<file path="src/rtl/sn76489_pkg.sv">
// Shared types and constants for the SN76489 CPU write port.
package sn76489_pkg;

   // Register address latched from a latch byte: {channel[1:0], type}
   typedef enum logic [2:0] {
      FREQ0 = 3'd0,
      ATTN0 = 3'd1,
      FREQ1 = 3'd2,
      ATTN1 = 3'd3,
      FREQ2 = 3'd4,
      ATTN2 = 3'd5,
      NOISE = 3'd6,
      ATTN3 = 3'd7
   } psg_addr_e;

   // Bus byte fields
   localparam int unsigned LATCH_BIT = 7;
   localparam int unsigned ADDR_MSB  = 6;
   localparam int unsigned ADDR_LSB  = 4;

   localparam logic [3:0]  ATTN_SILENT = 4'hF;

   // Default register geometry
   localparam int unsigned NUM_TONES_DEFAULT    = 3;
   localparam int unsigned ATTN_BITS_DEFAULT    = 4;
   localparam int unsigned FREQ_BITS_DEFAULT    = 10;
   localparam int unsigned NOISE_BITS_DEFAULT   = 3;
   localparam int unsigned READY_CYCLES_DEFAULT = 32;

endpackage : sn76489_pkg

</file>
<file path="src/rtl/sn76489_strobe_sync.sv">
// Synchronizes the asynchronous active-low write strobe and flags its falling edge.
// The fall output is combinational from flops (one cycle wide per strobe).
module sn76489_strobe_sync (
   input  logic clk,
   input  logic reset,
   input  logic we_n_i,
   output logic fall_c_o
);

   logic s1_q, s2_q, s3_q;
   logic live_q, armed_q;

   // Two-flop synchronizer, edge-history flop, and arming after a genuine high sample.
   // Arming stops a strobe already low across reset release from looking like a fall.
   always_ff @(posedge clk or posedge reset) begin
      if (reset) begin
         s1_q    <= 1'b1;
         s2_q    <= 1'b1;
         s3_q    <= 1'b1;
         live_q  <= 1'b0;
         armed_q <= 1'b0;
      end else begin
         s1_q    <= we_n_i;
         s2_q    <= s1_q;
         s3_q    <= s2_q;
         live_q  <= 1'b1;
         armed_q <= armed_q | (live_q & s1_q);
      end
   end

   assign fall_c_o = s3_q & ~s2_q & armed_q;

endmodule : sn76489_strobe_sync

</file>
<file path="src/rtl/sn76489_bus_writer.sv">
// SN76489 CPU-side write port: byte decode, control register file, noise restart
// pulse and READY handshake. Define SN76489_READY_WAIT_EN to enable the READY
// busy window and overrun detection; otherwise every strobe is accepted.
module sn76489_bus_writer
   import sn76489_pkg::*;
#(
   parameter int unsigned NUM_TONES                = NUM_TONES_DEFAULT,
   parameter int unsigned ATTENUATION_CONTROL_BITS = ATTN_BITS_DEFAULT,
   parameter int unsigned FREQUENCY_COUNTER_BITS   = FREQ_BITS_DEFAULT,
   parameter int unsigned NOISE_CONTROL_BITS       = NOISE_BITS_DEFAULT,
   parameter int unsigned READY_CYCLES             = READY_CYCLES_DEFAULT
) (
   input  logic                                              clk,
   input  logic                                              reset,
   input  logic [7:0]                                        data_in,
   input  logic                                              we_n,
   output logic                                              ready,
   output logic                                              overrun,
   output logic [(NUM_TONES+1)*ATTENUATION_CONTROL_BITS-1:0] attn_flat,
   output logic [NUM_TONES*FREQUENCY_COUNTER_BITS-1:0]       tone_freq_flat,
   output logic [NOISE_CONTROL_BITS-1:0]                     noise_ctrl,
   output logic                                              noise_reset
);

   localparam int unsigned AW = ATTENUATION_CONTROL_BITS;
   localparam int unsigned FW = FREQUENCY_COUNTER_BITS;
   localparam int unsigned NW = NOISE_CONTROL_BITS;

   // The byte protocol only addresses this exact geometry
   if (NUM_TONES != 3 || AW != 4 || FW != 10 || NW != 3 || READY_CYCLES < 1) begin : g_param_check
      $error("sn76489_bus_writer: unsupported parameter set");
   end

   logic                        fall_c;
   logic                        accept_c;
   logic [7:0]                  data_q;
   psg_addr_e                   addr_q, addr_d;
   logic [NUM_TONES:0][AW-1:0]  attn_q, attn_d;
   logic [NUM_TONES-1:0][FW-1:0] freq_q, freq_d;
   logic [NW-1:0]               noise_q, noise_d;
   logic                        nres_q, nres_d;
   logic [2:0]                  tgt;
   logic [1:0]                  ch;
   logic                        ready_q;

   sn76489_strobe_sync u_sync (
      .clk      (clk),
      .reset    (reset),
      .we_n_i   (we_n),
      .fall_c_o (fall_c)
   );

   assign accept_c = fall_c & ready_q;

   // Decode the accepted byte against the latched (or newly latched) address
   always_comb begin
      addr_d  = addr_q;
      attn_d  = attn_q;
      freq_d  = freq_q;
      noise_d = noise_q;
      nres_d  = 1'b0;
      tgt     = data_q[LATCH_BIT] ? data_q[ADDR_MSB:ADDR_LSB] : 3'(addr_q);
      ch      = tgt[2:1];
      if (accept_c) begin
         if (data_q[LATCH_BIT]) begin
            addr_d = psg_addr_e'(tgt);
         end
         if (tgt[0]) begin
            attn_d[ch] = AW'(data_q[3:0]);
         end else if (tgt == 3'(NOISE)) begin
            noise_d = NW'(data_q[2:0]);
            nres_d  = 1'b1;
         end else if (data_q[LATCH_BIT]) begin
            freq_d[ch][3:0] = data_q[3:0];
         end else begin
            freq_d[ch][FW-1:4] = (FW-4)'(data_q[5:0]);
         end
      end
   end

   // Bus data capture and register file update
   always_ff @(posedge clk or posedge reset) begin
      if (reset) begin
         data_q  <= 8'h00;
         addr_q  <= FREQ0;
         for (int i = 0; i <= NUM_TONES; i++) begin
            attn_q[i] <= AW'(ATTN_SILENT);
         end
         freq_q  <= '0;
         noise_q <= '0;
         nres_q  <= 1'b0;
      end else begin
         data_q  <= data_in;
         addr_q  <= addr_d;
         attn_q  <= attn_d;
         freq_q  <= freq_d;
         noise_q <= noise_d;
         nres_q  <= nres_d;
      end
   end

`ifdef SN76489_READY_WAIT_EN
   localparam int unsigned CW = (READY_CYCLES > 1) ? $clog2(READY_CYCLES) : 1;

   logic [CW-1:0] cnt_q;
   logic          ovr_q;

   // Busy window: READY low for exactly READY_CYCLES cycles after each accept
   always_ff @(posedge clk or posedge reset) begin
      if (reset) begin
         ready_q <= 1'b1;
         ovr_q   <= 1'b0;
         cnt_q   <= '0;
      end else begin
         if (fall_c && !ready_q) begin
            ovr_q <= 1'b1;
         end
         if (accept_c) begin
            ready_q <= 1'b0;
            cnt_q   <= CW'(READY_CYCLES - 1);
         end else if (!ready_q) begin
            if (cnt_q == '0) begin
               ready_q <= 1'b1;
            end else begin
               cnt_q <= cnt_q - 1'b1;
            end
         end
      end
   end

   assign overrun = ovr_q;
`else
   assign ready_q = 1'b1;
   assign overrun = 1'b0;
`endif

   assign ready          = ready_q;
   assign attn_flat      = attn_q;
   assign tone_freq_flat = freq_q;
   assign noise_ctrl     = noise_q;
   assign noise_reset    = nres_q;

endmodule : sn76489_bus_writer

</file>
<file path="config.mk">
export PLATFORM = sky130hd
export DESIGN_NAME = sn76489_bus_writer
export DESIGN_NICKNAME = d
export VERILOG_FILES = /design/src/rtl/sn76489_pkg.sv /design/src/rtl/sn76489_strobe_sync.sv /design/src/rtl/sn76489_bus_writer.sv
export SDC_FILE = /design/constraint.sdc
export NUM_CORES = 1
export LEC_CHECK = 0
export ABC_AREA = 1
export CAP_MARGIN = 0
export CORE_AREA = 2 2 75 77
export DETAILED_ROUTE_END_ITERATION = 12
export DIE_AREA = 0 0 77 79
export PLACE_DENSITY = 0.79
export SYNTH_ARGS = -nofsm -noshare
export SYNTH_HDL_FRONTEND = slang
export SYNTH_SLANG_ARGS = --single-unit
export TNS_END_PERCENT = 10
</file>
<file path="constraint.sdc">
create_clock -name clk -period 3.4 [get_ports clk]
set_clock_uncertainty 0.05 [all_clocks]
set_input_delay 0.68 -clock clk [delete_from_list [all_inputs] [get_ports clk]]
set_output_delay 0.68 -clock clk [all_outputs]
set_load 0.01 [all_outputs]
</file>
==> impl_metrics.json, run 1 <==
{
  "rows": 27,
  "stdcell_area_mm2": 0.00352,
  "die_h_um": 79,
  "cpLargestDelayFamily": "flip-flops",
  "dieArea_mm2": 0.00608,
  "crit_chain": "clkdlybuf4s50_1",
  "drtIter0Drc": 97,
  "antenna_found_initial": 0,
  "cpPeakStageDelay_ns": 0.53,
  "ioPinCount": 63,
  "worstPathArrival_ns": 1.40,
  "leakage_nw": 1.68,
  "setup_viol": 0,
  "yosysSeqAreaShare_pct": 62.6,
  "worstSetupStartpointType": "register",
  "post-route-period-util_pct": 62.7,
  "drc": 0,
  "coreArea_mm2": 0.00534,
  "clk_latency_ns": 0.34,
  "postSynthCellCount": 280,
  "post_drt_wl_per_cell_um": 12.7,
  "ys.flop_type": "dfrtp_1",
  "cts_max_path_buffers": 2,
  "overflow": 0,
  "start_util_pct": 50.1,
  "finish.utilization_pct": 65.9,
  "antenna_cells": 0,
  "cts_buffers": 9,
  "synth_common_cells": "nand2_1, dfrtp_1, nand3_1",
  "routed_wl_um": 5290,
  "gp_congestion": 0.823,
  "ys_ff_latch": 66,
  "grt_start_max_net_pins": 43,
  "hold_buffers": 0,
  "dp_hpwl_um": 3750,
  "outcome": "complete, no violations",
  "max_freq_mhz": 469,
  "slew_headroom_pct": 58.7,
  "synth_top_area_share_pct": 44.0,
  "avgSynthCellArea_um2": 9.55,
  "clock-root-buffer": "clkbuf_8",
  "portBuffers": 60,
  "die_width_um": 77,
  "fin_crit_ns": 2.13,
  "path_max_fanout": 2,
  "cp-end-kind": "output port",
  "setup_tns_ns": 0,
  "whs_ns": 0.315,
  "yosysMostFrequentCell": "nand2_1",
  "worst_pin_slew_ns": 0.617,
  "async_flop_share_pct": 100,
  "critical_path_class": "reg2out",
  "rsz0062_at_grt": "no",
  "setup_ws_ns": 1.27,
  "vias": 2066,
  "clkTransAtPathRegs_ns": 0.06,
  "synth.cell_area_mm2": 0.00268,
  "min_path_type": "reg2reg",
  "ir_drop_uv": 383,
  "timing_hold_violations_final": 0,
  "critical_path_buf_inv_count": 1,
  "placed_cell_area_mm2": 0.00330,
  "finalMaxSlewViolations": 0,
  "synth.distinct_cells": 23,
  "cts-htree-levels": 3,
  "numClockSinks": 66,
  "ctsResizeCount": 0,
  "power.density_mw_per_mm2": 733,
  "postCtsSetupRepairBufs": 0,
  "dr.pass1.iters": 4,
  "track_usage_pct": 20.0,
  "viasPerCell": 4.95,
  "maxCapViolations": 0,
  "finalNetCount": 351,
  "synth.area.top_cells": "dfrtp_1, dfstp_2, nand2_1",
  "pre_cts_ws_ns": 1.43,
  "yosysTopAreaCell": "dfrtp_1",
  "syn_to_final_growth_pct": 31.6,
  "slowest_stage": "dfstp_2",
  "yosys_warnings": 0,
  "antenna_left": 0,
  "final_layout_size_suffix_gt1_share_pct": 15.1,
  "synth-edff-count": 0,
  "cts_tree": "done",
  "first_global_vias": 2020,
  "required_ns": 2.67,
  "grt_pass1_wl_um": 9370
}
==> state kept, by name (all words and copies together), names as in the netlist <==
| name | flops |
|---|---|
| noise_reset | 1 |
| data_q | 8 |
| noise_ctrl | 3 |
| addr_q | 3 |
| u_sync.s2_q | 1 |
| attn_flat | 16 |
| u_sync.live_q | 1 |
| u_sync.s1_q | 1 |
| u_sync.s3_q | 1 |
| u_sync.armed_q | 1 |
| tone_freq_flat | 30 |
==> power by group <==
group	internal (W)	total, W	leakage, nW	switching [W]
Combinational	0.000391	0.000706	0.775	0.000315
Sequential	0.00102	0.00114	0.790	0.000121
Clock	0.000454	0.000730	0.111	0.000276
Total	0.00187	0.00258	1.68	0.000712
==> final cells by class <==
type	instances	area, um2
well taps	72	90.1
multi-input cells	184	848
inverters	16	60.1
repair buffers	63	623
clock buffers	14	163
flip-flops and latches	66	1680
clock inverters	2	60.1
fillers	445	1820
==> path summary, 6_finish.rpt <==
| check | end | slack [ns] | depth (start not counted) | from |
|---|---|---|---|---|
| max in group asynchronous | attn_flat[3] | 2.19 | 3 | reset |
| min reg2reg | u_sync.s2_q | 0.31 | 0 | u_sync.s1_q |
| max reg2reg | tone_freq_flat[7] | 1.40 | 7 | data_q[7] |
| max | attn_flat[0] | 1.27 | 1 | attn_flat[0] |
| min in group asynchronous | tone_freq_flat[15] | 0.67 | 3 | reset |
| min | u_sync.s2_q | 0.31 | 0 | u_sync.s1_q |
==> cell families (layout without fill, tap and decap cells) <==
family,after synthesis,count (layout),share of synthesized area (%)
other,2,3,0.281
buffers and inverters,31,95,5.80
AND/OR/NAND/NOR,166,166,28.4
flip-flops,66,66,62.6
AO/OA/AOI/OAI,15,15,2.90
==> per-layer routing <==
metal / vias to the layer above / routed length, um / GRT usage, %
li1: 1018 / - / -
met1: 975 / 2310 / 25.5
met2: 69 / 2540 / 30.5
met3: 4 / 394 / 7.27
met4: 0 / 42 / 9.46
met5: - / 0 / 0
==> layout by cell type (no fill, tap or decap), types with 3 or more instances in the layout <==
cell type | synthesis | routed
buf_4 | 5 | 3
clkbuf_1 | 4 | 3
clkbuf_8 | 0 | 11
clkdlybuf4s50_1 | 0 | 60
conb_1 | 2 | 3
dfrtp_1 | 47 | 47
dfstp_2 | 19 | 19
inv_1 | 14 | 13
inv_2 | 2 | 3
nand2_1 | 105 | 105
nand2_2 | 5 | 5
nand3_1 | 22 | 22
nand4_1 | 21 | 21
nor2_1 | 4 | 4
nor2_2 | 4 | 4
o21ai_0 | 3 | 3
o21ai_1 | 10 | 10
==> stage by stage <==
| step | power (W) | instances |
|---|---|---|
| after global placement | 0.00185 | 401 |
| final | 0.00258 | 417 |
| after floorplan | 0.00145 | 281 |
| after CTS | 0.00261 | 417 |
| after global routing | 0.00273 | 417 |
| after detailed placement | 0.00187 | 401 |
No activity file was read; power rests on OpenSTA's default activity.
==> run 2, diff against run 1 <==
Settings changed: CORE_AREA 2 2 75 77 to 2 2 81 83, DIE_AREA 0 0 77 79 to 0 0 83 85, PLACE_DENSITY 0.79 to 0.72.
Clock period 3.4 ns to 1.92 ns, I/O delays scaled along.
==> impl_metrics.json, run 2 (same netlist as run 1, synthesis figures left out) <==
{
  "final_common_cell": "nand2_1",
  "rows": 29,
  "dp_hpwl_um": 3930,
  "cp-end-kind": "output port",
  "maxCapViolations": 0,
  "worstPathArrival_ns": 1.39,
  "worst-r2r-setup-slack_ns": 0.26,
  "r2r_cells": 7,
  "drc": 0,
  "final_layout_size_suffix_gt1_share_pct": 15.6,
  "seqPwrFrac_pct": 46.8,
  "slew_headroom_pct": 65.8,
  "dr.pass1.iters": 4,
  "cts_tree": "done",
  "gp_congestion": 0.839,
  "path_max_fanout": 2,
  "clk_latency_ns": 0.33,
  "die_h_um": 85,
  "hp-start": "u_sync.s1_q",
  "cts_buffers": 9,
  "hold_buffers": 0,
  "antenna_cells": 0,
  "cpLargestDelayFamily": "flip-flops",
  "slowest_stage": "dfstp_2",
  "stdcell_count": 423,
  "combPwrFrac_pct": 29.0,
  "first_global_vias": 1947,
  "min_path_type": "reg2reg",
  "cts_max_path_buffers": 2,
  "p_sw_share_pct": 29.1,
  "drt-met1-wl_um": 2650,
  "die_width_um": 83,
  "numClockSinks": 66,
  "clock-root-buffer": "clkbuf_8",
  "reg2reg_from": "data_q[7]",
  "antenna_left": 0,
  "start_util_pct": 43.1,
  "track_usage_pct": 17.1,
  "outcome": "complete, no violations",
  "layout_common_cells": "nand2_1, clkdlybuf4s50_1, dfrtp_1",
  "ir_drop_uv": 751,
  "top_layer": "met4",
  "intPower_w": 0.00308,
  "ioPinCount": 63,
  "antenna_found_initial": 0,
  "critical_path_buf_inv_count": 1,
  "leakage_nw": 1.67,
  "max_freq_mhz": 549,
  "n_fill_cell": 546,
  "worst_pin_slew_ns": 0.510,
  "required_ns": 1.49,
  "power_switching_w": 0.00126,
  "rsz0062_at_grt": "no",
  "min_to": "u_sync.s2_q",
  "viasPerCell": 4.86,
  "wl_met2_um": 2610,
  "drtIter0Drc": 120,
  "grt_start_max_net_pins": 37,
  "worstSetupStartpointType": "register",
  "postCtsSetupRepairBufs": 0,
  "fin_crit_ns": 1.82,
  "finalMaxSlewViolations": 0,
  "vias": 2055,
  "wl_met3_um": 269,
  "crit_chain": "clkdlybuf4s50_1",
  "ctsResizeCount": 0,
  "routed_wl_um": 5620,
  "cpPeakStageDelay_ns": 0.53,
  "critical_path_class": "reg2out",
  "dp_cells": 407,
  "clkPwrFrac_pct": 24.2,
  "setup_viol": 0,
  "syn_to_final_growth_pct": 31.2,
  "cts-htree-levels": 3,
  "holdPathStages": 0,
  "overflow": 0,
  "timing_hold_violations_final": 0,
  "largest_reg_flops": 30,
  "clkTransAtPathRegs_ns": 0.07,
  "portBuffers": 60,
  "dieArea_mm2": 0.00706,
  "post-route-period-util_pct": 94.9,
  "power.density_mw_per_mm2": 1240,
  "grt_pass1_wl_um": 9540,
  "post_drt_wl_per_cell_um": 13.3,
  "r2r_end": "tone_freq_flat[4]",
  "setup_tns_ns": 0,
  "coreArea_mm2": 0.00620,
  "finalNetCount": 352
}
-- run 2: cell count changes in the layout (fill, tap and decap cells not counted) --
cell        previous run  this run
buf_12                 0         1
clkinvlp_4             0         1
inv_2                  3         2
bufinv_16              2         0
clkbuf_8              11        12
clkbuf_1               3         2
clkinv_2               0         2
-- run 2: stage by stage --
| stage | total power [W] | area (um2) | hold WS, ns | utilization (%) | setup WS, ns |
|---|---|---|---|---|---|
| floorplan | 0.00256 | 2680 | 0.304 | - | 0.614 |
| global placement | 0.00329 | 3330 | 0.306 | 53.6 | 0.368 |
| detailed placement | 0.00333 | 3330 | 0.309 | 53.6 | 0.300 |
| CTS | 0.00439 | 3510 | 0.319 | 56.6 | 0.0770 |
| global route | 0.00461 | 3510 | 0.324 | 56.6 | 0.0439 |
| finish | 0.00434 | 3510 | 0.320 | 56.6 | 0.0982 |
-- run 2: worst max-delay path by stage --
stage	slack [ns]	to	from	cells after the start
after floorplan	0.61	tone_freq_flat[10]	u_sync.s3_q	6
after global placement	0.37	tone_freq_flat[5]	u_sync.s3_q	5
after detailed placement	0.30	tone_freq_flat[7]	data_q[7]	7
after CTS	0.08	attn_flat[14]	attn_flat[14]	1
after global routing	0.04	attn_flat[6]	attn_flat[6]	1
final	0.1	attn_flat[9]	attn_flat[9]	1
-- run 2: routing by layer --
metal / vias to the layer above / global-route usage (%)
li1: 1016 / -
met1: 971 / 23.8
met2: 58 / 26.0
met3: 10 / 4.28
met4: 0 / 7.00
met5: - / 0
-- run 2: power by group through the flow --
stage / clock, W / combinational (W) / sequential (W)
global placement: 0 / 0.00125 / 0.00204
detailed placement: 0 / 0.00128 / 0.00205
floorplan: 0 / 0.000398 / 0.00216
global route: 0.00115 / 0.00138 / 0.00208
finish: 0.00105 / 0.00126 / 0.00203
CTS: 0.00108 / 0.00128 / 0.00204
-- run 2: cell type report --
| class | count | area [um2] | area share (%) |
|---|---|---|---|
| Multi-Input combinational cell | 184 | 848 | 24.2 |
| Clock inverter | 2 | 10.0 | 0.285 |
| Clock buffer | 14 | 173 | 4.92 |
| Inverter | 16 | 63.8 | 1.82 |
| Sequential cell | 66 | 1680 | 47.7 |
| Timing Repair Buffer | 64 | 643 | 18.3 |
| Tap cell | 77 | 96.3 | 2.75 |
